**src/rtl/regfile_scan_if.sv**
```systemverilog
// Signal bundle between the scan sequencer, its controller, the regfile and the dump sink.
// Stream handshake: a beat transfers on a rising edge where out_valid & out_ready are both high.
interface regfile_scan_if #(
  parameter int DATA_W = 8,
  parameter int ADDR_W = 3
);
  logic              start;
  logic              mode;
  logic [DATA_W-1:0] fill_base;
  logic              busy;
  logic              done;
  logic [ADDR_W-1:0] ra;
  logic [DATA_W-1:0] rd;
  logic              regwrite;
  logic [ADDR_W-1:0] wa;
  logic [DATA_W-1:0] wd;
  logic              out_valid;
  logic              out_ready;
  logic [ADDR_W-1:0] out_addr;
  logic [DATA_W-1:0] out_data;

  modport slave (
    input  start, mode, fill_base, rd, out_ready,
    output busy, done, ra, regwrite, wa, wd, out_valid, out_addr, out_data
  );

  modport master (
    output start, mode, fill_base, rd, out_ready,
    input  busy, done, ra, regwrite, wa, wd, out_valid, out_addr, out_data
  );
endinterface

```
**src/rtl/regfile_scan.sv**
```systemverilog
// Regfile scan sequencer: FILL writes base+idx to every register, DUMP streams (addr, data).
// All outputs decode from registered state, so async reset clears them immediately.
module regfile_scan #(
  parameter int DATA_W = 8,
  parameter int ADDR_W = 3,
  parameter int NREGS  = 8
) (
  input  logic              clk,
  input  logic              rst_n,
  regfile_scan_if.slave     bus,
  output logic [2:0]        state_dbg
);

  typedef enum logic [2:0] {
    S_IDLE = 3'd0,
    S_FILL = 3'd1,
    S_RD   = 3'd2,
    S_SEND = 3'd3,
    S_DONE = 3'd4
  } state_t;

  localparam logic [ADDR_W-1:0] LAST = ADDR_W'(NREGS - 1);

  state_t            state, state_d;
  logic [ADDR_W-1:0] idx, idx_d;
  logic [DATA_W-1:0] base_q, base_d;
  logic [ADDR_W-1:0] out_addr_q, out_addr_d;
  logic [DATA_W-1:0] out_data_q, out_data_d;

  always_ff @(posedge clk or negedge rst_n) begin
    if (!rst_n) begin
      state      <= S_IDLE;
      idx        <= '0;
      base_q     <= '0;
      out_addr_q <= '0;
      out_data_q <= '0;
    end else begin
      state      <= state_d;
      idx        <= idx_d;
      base_q     <= base_d;
      out_addr_q <= out_addr_d;
      out_data_q <= out_data_d;
    end
  end

  always_comb begin
    state_d    = state;
    idx_d      = idx;
    base_d     = base_q;
    out_addr_d = out_addr_q;
    out_data_d = out_data_q;
    case (state)
      S_IDLE: begin
        if (bus.start) begin
          idx_d   = '0;
          base_d  = bus.fill_base;
          state_d = bus.mode ? S_FILL : S_RD;
        end
      end
      S_FILL: begin
        if (idx == LAST) state_d = S_DONE;
        else             idx_d   = idx + 1'b1;
      end
      S_RD: begin
        // Regfile read is combinational, so rd already reflects ra=idx here.
        out_addr_d = idx;
        out_data_d = bus.rd;
        state_d    = S_SEND;
      end
      S_SEND: begin
        if (bus.out_ready) begin
          if (idx == LAST) begin
            state_d = S_DONE;
          end else begin
            idx_d   = idx + 1'b1;
            state_d = S_RD;
          end
        end
      end
      S_DONE:  state_d = S_IDLE;
      default: state_d = S_IDLE;
    endcase
  end

  always_comb begin
    bus.busy      = (state != S_IDLE);
    bus.done      = 1'b0;
    bus.ra        = '0;
    bus.regwrite  = 1'b0;
    bus.wa        = '0;
    bus.wd        = '0;
    bus.out_valid = 1'b0;
    bus.out_addr  = out_addr_q;
    bus.out_data  = out_data_q;
    case (state)
      S_FILL: begin
        bus.regwrite = 1'b1;
        bus.wa       = idx;
        bus.wd       = base_q + DATA_W'(idx);
      end
      S_RD:    bus.ra        = idx;
      S_SEND:  bus.out_valid = 1'b1;
      S_DONE:  bus.done      = 1'b1;
      default: ;
    endcase
  end

  assign state_dbg = state;

endmodule
```
**src/flat_wrapper.sv**
```systemverilog
// flat-port wrapper written by rule: the top's interface ports become plain ports
module regfile_scan_flat 
#(
  parameter int DATA_W = 8,
  parameter int ADDR_W = 3,
  parameter int NREGS  = 8
)
  (clk, rst_n, state_dbg, bus_start, bus_mode, bus_fill_base, bus_rd, bus_out_ready, bus_busy, bus_done, bus_ra, bus_regwrite, bus_wa, bus_wd, bus_out_valid, bus_out_addr, bus_out_data);
  regfile_scan_if #(.DATA_W(DATA_W), .ADDR_W(ADDR_W)) bus_i ();
  input  logic clk;
  input  logic rst_n;
  output logic [2:0] state_dbg;
  input wire logic [$bits(bus_i.start)-1:0] bus_start;
  input wire logic [$bits(bus_i.mode)-1:0] bus_mode;
  input wire logic [$bits(bus_i.fill_base)-1:0] bus_fill_base;
  input wire logic [$bits(bus_i.rd)-1:0] bus_rd;
  input wire logic [$bits(bus_i.out_ready)-1:0] bus_out_ready;
  output wire logic [$bits(bus_i.busy)-1:0] bus_busy;
  output wire logic [$bits(bus_i.done)-1:0] bus_done;
  output wire logic [$bits(bus_i.ra)-1:0] bus_ra;
  output wire logic [$bits(bus_i.regwrite)-1:0] bus_regwrite;
  output wire logic [$bits(bus_i.wa)-1:0] bus_wa;
  output wire logic [$bits(bus_i.wd)-1:0] bus_wd;
  output wire logic [$bits(bus_i.out_valid)-1:0] bus_out_valid;
  output wire logic [$bits(bus_i.out_addr)-1:0] bus_out_addr;
  output wire logic [$bits(bus_i.out_data)-1:0] bus_out_data;
  assign bus_i.start = bus_start;
  assign bus_i.mode = bus_mode;
  assign bus_i.fill_base = bus_fill_base;
  assign bus_i.rd = bus_rd;
  assign bus_i.out_ready = bus_out_ready;
  assign bus_busy = bus_i.busy;
  assign bus_done = bus_i.done;
  assign bus_ra = bus_i.ra;
  assign bus_regwrite = bus_i.regwrite;
  assign bus_wa = bus_i.wa;
  assign bus_wd = bus_i.wd;
  assign bus_out_valid = bus_i.out_valid;
  assign bus_out_addr = bus_i.out_addr;
  assign bus_out_data = bus_i.out_data;
  regfile_scan #(.DATA_W(DATA_W), .ADDR_W(ADDR_W), .NREGS(NREGS)) u_core (.clk(clk), .rst_n(rst_n), .bus(bus_i), .state_dbg(state_dbg));
endmodule
```
**config.mk**
```make
export PLATFORM = sky130hd
export DESIGN_NAME = regfile_scan_flat
export DESIGN_NICKNAME = d
export VERILOG_FILES = /design/src/rtl/regfile_scan_if.sv /design/src/rtl/regfile_scan.sv /design/src/flat_wrapper.sv
export SDC_FILE = /design/constraint.sdc
export NUM_CORES = 1
export LEC_CHECK = 0
export ABC_AREA = 0
export CAP_MARGIN = 20
export CORE_ASPECT_RATIO = 0.75
export CORE_MARGIN = 2
export CORE_UTILIZATION = 23
export CTS_CLUSTER_SIZE = 16
export DETAILED_ROUTE_END_ITERATION = 8
export PLACE_DENSITY_LB_ADDON = 0.08
export SLEW_MARGIN = 10
export SYNTH_ARGS = -nofsm -noshare
export SYNTH_HDL_FRONTEND = slang
export SYNTH_SLANG_ARGS = --single-unit
```
**constraint.sdc**
```tcl
create_clock -name clk -period 2.3 [get_ports clk]
set_clock_uncertainty 0.15 [all_clocks]
set_input_delay 0.23 -clock clk [delete_from_list [all_inputs] [get_ports clk]]
set_output_delay 0.23 -clock clk [all_outputs]
set_load 0.03 [all_outputs]
```
Yosys cells after proc, flatten, opt, wreduce, memory -nomap -nowiden
Index checks and enable logic that the tools add are counted.
Operators by class
  multiplexer cells: 16
  eq/ne operators: 8
  $add $sub $neg: 2
  reductions and logical operators: 6
Operators with widths (count)
  two-way mux 3 bit: 9
  case mux 3 bit (4 select lines): 1
  case mux 3 bit (3 select lines): 1
  adder 8 x 3 -> 8 bit: 1
  two-way mux 8 bit: 1
  equality test 3 x 2 -> 1 bit (second input constant): 2
  equality test 3 bit (second input constant): 2
  AND reduction 3 bit: 2
  nonzero test 3 bit: 2
  != test 2 bit (second input constant): 2
  adder 3 x 1 -> 3 bit (second input constant): 1
  equality test 3 x 1 -> 1 bit (second input constant): 1
  zero test 3 bit: 1
  two-way mux 1 bit: 3
  two-way mux 2 bit: 1
  != test 2 x 1 -> 1 bit (second input constant): 1
  AND reduction 2 bit: 1
Storage, ports and cells
  output and inout bits: 32
  word-level logic and storage cells: 37
  flip-flop bits (word level): 25

Depth between registers and ports, before layout
  word-level depth: 4
  mapped depth: 6
  mapped depth without buffers: 6

Worst setup path after synthesis
No wires, ideal clock.
  path kind: flip-flop to output port
  start point: register u_core.idx[0]
  end point: output port bus_wd[6]
  stages on the path, launching flop included: 7
  data required time: 1920 ps
  data arrival time: 1791 ps
  slack: 129 ps
  cells stage by stage: dfrtp_1 > ha_1 > fa_1 > a21oi_1 > nor3b_1 > xnor2_1 > nor2_1
Between the ends
  word-level cells in the longest chain between the ends: 2
Ends and longest elaborated chain
  from (decl): line regfile_scan.sv:25  | logic [ADDR_W-1:0] idx, idx_d;
  from (signal assigned): line regfile_scan.sv:39  | idx <= idx_d;
  adder 8 x 3 -> 8 bit: line regfile_scan.sv:99  | bus.wd = base_q + DATA_W'(idx);
  two-way mux 8 bit: line regfile_scan.sv:95  | case (state)
  to (decl): line flat_wrapper.sv:23  | output wire logic [$bits(bus_i.wd)-1:0] bus_wd;
No other way between the ends.

Final worst setup path
  start point: register u_core.base_q[0]
  end point: output port bus_wd[6]
Between the ends
  word-level cells in the longest chain between the ends: 2
Ends and longest elaborated chain
  from (decl): line regfile_scan.sv:26  | logic [DATA_W-1:0] base_q, base_d;
  from (signal assigned): line regfile_scan.sv:40  | base_q <= base_d;
  adder 8 x 3 -> 8 bit: line regfile_scan.sv:99
  two-way mux 8 bit: line regfile_scan.sv:95
No other way between the ends.

==> results.json <==
{
  "outcome": "completed",
  "slew_viol_final": 0,
  "crit_chain": "ha_2, fa_2, a21oi_4, nor3b_1, xnor2_1, nor2_1, buf_4",
  "nets": 207,
  "start_kind": "flip-flop",
  "fin_crit_ns": 2.22,
  "hpwl_mm": 2.58,
  "drive_above_1_share_pct": 30.7,
  "ys_seq_area_share_pct": 46.7,
  "met3_usage_pct": 2.80,
  "synthCells": 120,
  "io_pins": 53,
  "max_slew.worst_pin.slew_ns": 0.522,
  "vias": 1075,
  "period_share_pct": 96.7,
  "cts-root-buf": "clkbuf_8",
  "hold_path_class": "in -> async",
  "gp_congestion": 0.775,
  "fmax_mhz": 450,
  "mostFrequentLayoutCells": "clkdlybuf4s50_1 (36), dfrtp_1 (24), buf_4 (22)",
  "final_cells": 257,
  "setup.worst_path.end_class": "output pin",
  "start_util_pct": 23.5,
  "ys_types": 26,
  "drc": 0,
  "cts_hold_buffers": 0,
  "area_growth_pct": 52.3,
  "antenna_found_initial": 0,
  "dpl-instance-area_um2": 1940,
  "path_class": "reg -> out",
  "fin_ws_ns": 0.0759,
  "grtUsageMet1_pct": 15.6,
  "p_leak_nw": 0.887,
  "ff2ff_path_depth": 6,
  "clock_latency_ns": 0.27,
  "first_global_vias": 1116,
  "synth-seq-cells": 25,
  "slowest_delay_ns": 0.39,
  "setup_viol": 0,
  "yosys_warnings": 0,
  "design_area_um2": 2040,
  "rsz0062_at_grt": "true",
  "grt_max_degree": 26,
  "syn-num-nets": 147,
  "htreeDepth": 1,
  "die_h_um": 70.1,
  "cp.arrival_ns": 1.84,
  "crit_fanout": 2,
  "use_met2_pct": 16.8,
  "numPlacedInstances": 251,
  "grt_pass1_wl_mm": 5.59,
  "whs_ns": 0.170,
  "io_buffer_count": 52,
  "p_per_area_nw_per_um2": 1360,
  "required_ns": 1.92,
  "pre_cts_slack_ns": 0.192,
  "path_clk_slew_ns": 0.09,
  "clk_path_buf_depth": 2,
  "drv_cap": 0,
  "tritoncts": "yes",
  "placeableCoreArea_um2": 5710,
  "final_common_cell": "clkdlybuf4s50_1",
  "diodes": 0,
  "relSlewSlack_pct": 65.2,
  "irDropWorstVdd_mv": 0.364,
  "viasPerCell": 4.18,
  "cts_buffers": 3,
  "final_util_pct": 35.8,
  "rows": 24,
  "cp_slowest_cell": "dfrtp_1",
  "clock-sinks": 25,
  "drtPass1Iterations": 4,
  "ant_nets": 0,
  "drt_iter0_drc": 26,
  "dieArea_um2": 6460,
  "report.final.hold_viol_count": 0,
  "grt_usage_pct": 11.0,
  "overflow": 0,
  "dieWidth_um": 92.1,
  "top_usage_layer": "met2",
  "syn_area_per_cell_um2": 11.2,
  "wire_per_inst_um": 13.4,
  "wl_mm": 3.45,
  "synth_area_um2": 1340
}
## sequential cells by signal (all words and copies together), names as in the netlist
signal and count:
u_core.bus.out_data 8, u_core.state_dbg 3, u_core.bus.out_addr 3, u_core.idx 3, u_core.base_q 8
## routing by layer
layer,wire length (µm),vias to the layer above
met3,185,2
met2,1520,32
li1,-,527
met5,0,-
met4,23,0
met1,1720,514
## cells by family after synthesis
family | after synthesis | synth area share (%)
AND/OR/NAND/NOR | 37 | 15.8
flip-flops | 25 | 46.7
multiplexers | 20 | 16.8
AO/OA/AOI/OAI | 17 | 7.38
buffers and inverters | 9 | 3.27
XOR/XNOR | 6 | 3.92
adder cells (fa/ha/maj) | 6 | 6.16
## cell type report
| type | count | area, µm² |
|---|---|---|
| tap | 78 | 97.6 |
| inverter | 4 | 15.0 |
| sequential | 25 | 627 |
| clock buffer | 4 | 45.0 |
| fill | 589 | 3660 |
| multi-input combinational | 86 | 709 |
| timing repair buffer | 60 | 547 |
## where the power goes
part	leakage, nW	switching [mW]	total [mW]	internal [mW]
combinational	0.558	0.899	1.69	0.792
sequential	0.306	0.183	0.818	0.635
clock	0.0228	0.144	0.268	0.124
## cells in the mapped netlist
| cell | count | area share [%] |
|---|---|---|
| dfrtp_1 | 25 | 47 |
| mux2_2 | 20 | 17 |
| and2_1 | 10 | 4.7 |
| nor2_1 | 9 | 2.5 |
| nand2_1 | 7 | 2.0 |
| o21ai_0 | 6 | 2.2 |
| xnor2_1 | 6 | 3.9 |
| a21oi_1 | 5 | 1.9 |
| ha_1 | 5 | 4.7 |
| inv_1 | 4 | 1.1 |
| nand2b_1 | 3 | 1.4 |
| o31ai_1 | 3 | 1.7 |
| buf_2 | 2 | 0.75 |
| buf_4 | 2 | 1.1 |
| o22ai_1 | 2 | 0.93 |
| a32oi_1 | 1 | 0.65 |
| and2b_1 | 1 | 0.56 |
| and3_1 | 1 | 0.47 |
| clkbuf_1 | 1 | 0.28 |
| fa_1 | 1 | 1.5 |
| nand3_1 | 1 | 0.37 |
| nand4_1 | 1 | 0.47 |
| nor2_8 | 1 | 1.5 |
| nor2b_1 | 1 | 0.47 |
| nor3b_1 | 1 | 0.56 |
| or3_4 | 1 | 0.84 |
## worst paths after layout
| kind | end | slack (ns) | start |
|---|---|---|---|
| setup / recovery | bus_wd[6] | 0.08 | u_core.base_q[0] |
| min in group clk | u_core.bus.out_data[3] | 0.36 | u_core.bus.out_data[3] |
| hold / removal | u_core.bus.out_data[5] | 0.17 | rst_n |
| setup reg to reg | u_core.idx[1] | 0.29 | u_core.idx[1] |
| max in group asynchronous | u_core.idx[2] | 1.56 | rst_n |
| hold reg to reg | u_core.bus.out_data[3] | 0.36 | u_core.bus.out_data[3] |
## per-stage QoR
stage,power (mW),TNS [ns]
after detailed placement,2.47,0
after CTS,2.75,0
final,2.78,0
after global placement,2.43,0
after floorplan,1.85,0
after global routing,2.97,-0.0609
## worst max-delay path, delay by kind of cell (launching register included)
kind                     cells  cell delay (ns)
AO/OA/AOI/OAI                1             0.15
buffers and inverters        1             0.16
XOR/XNOR                     1             0.13
flip-flops                   1             0.39
adder cells (fa/ha/maj)      2             0.57
AND/OR/NAND/NOR              2             0.17
## timing repair
action / in CTS / in global routing
pin swaps: 0 / 2
setup buffers: 0 / 2
gates resized for setup: 4 / 8
setup endpoints to repair: 3 / 6
Power figures use the tool's default switching activity.
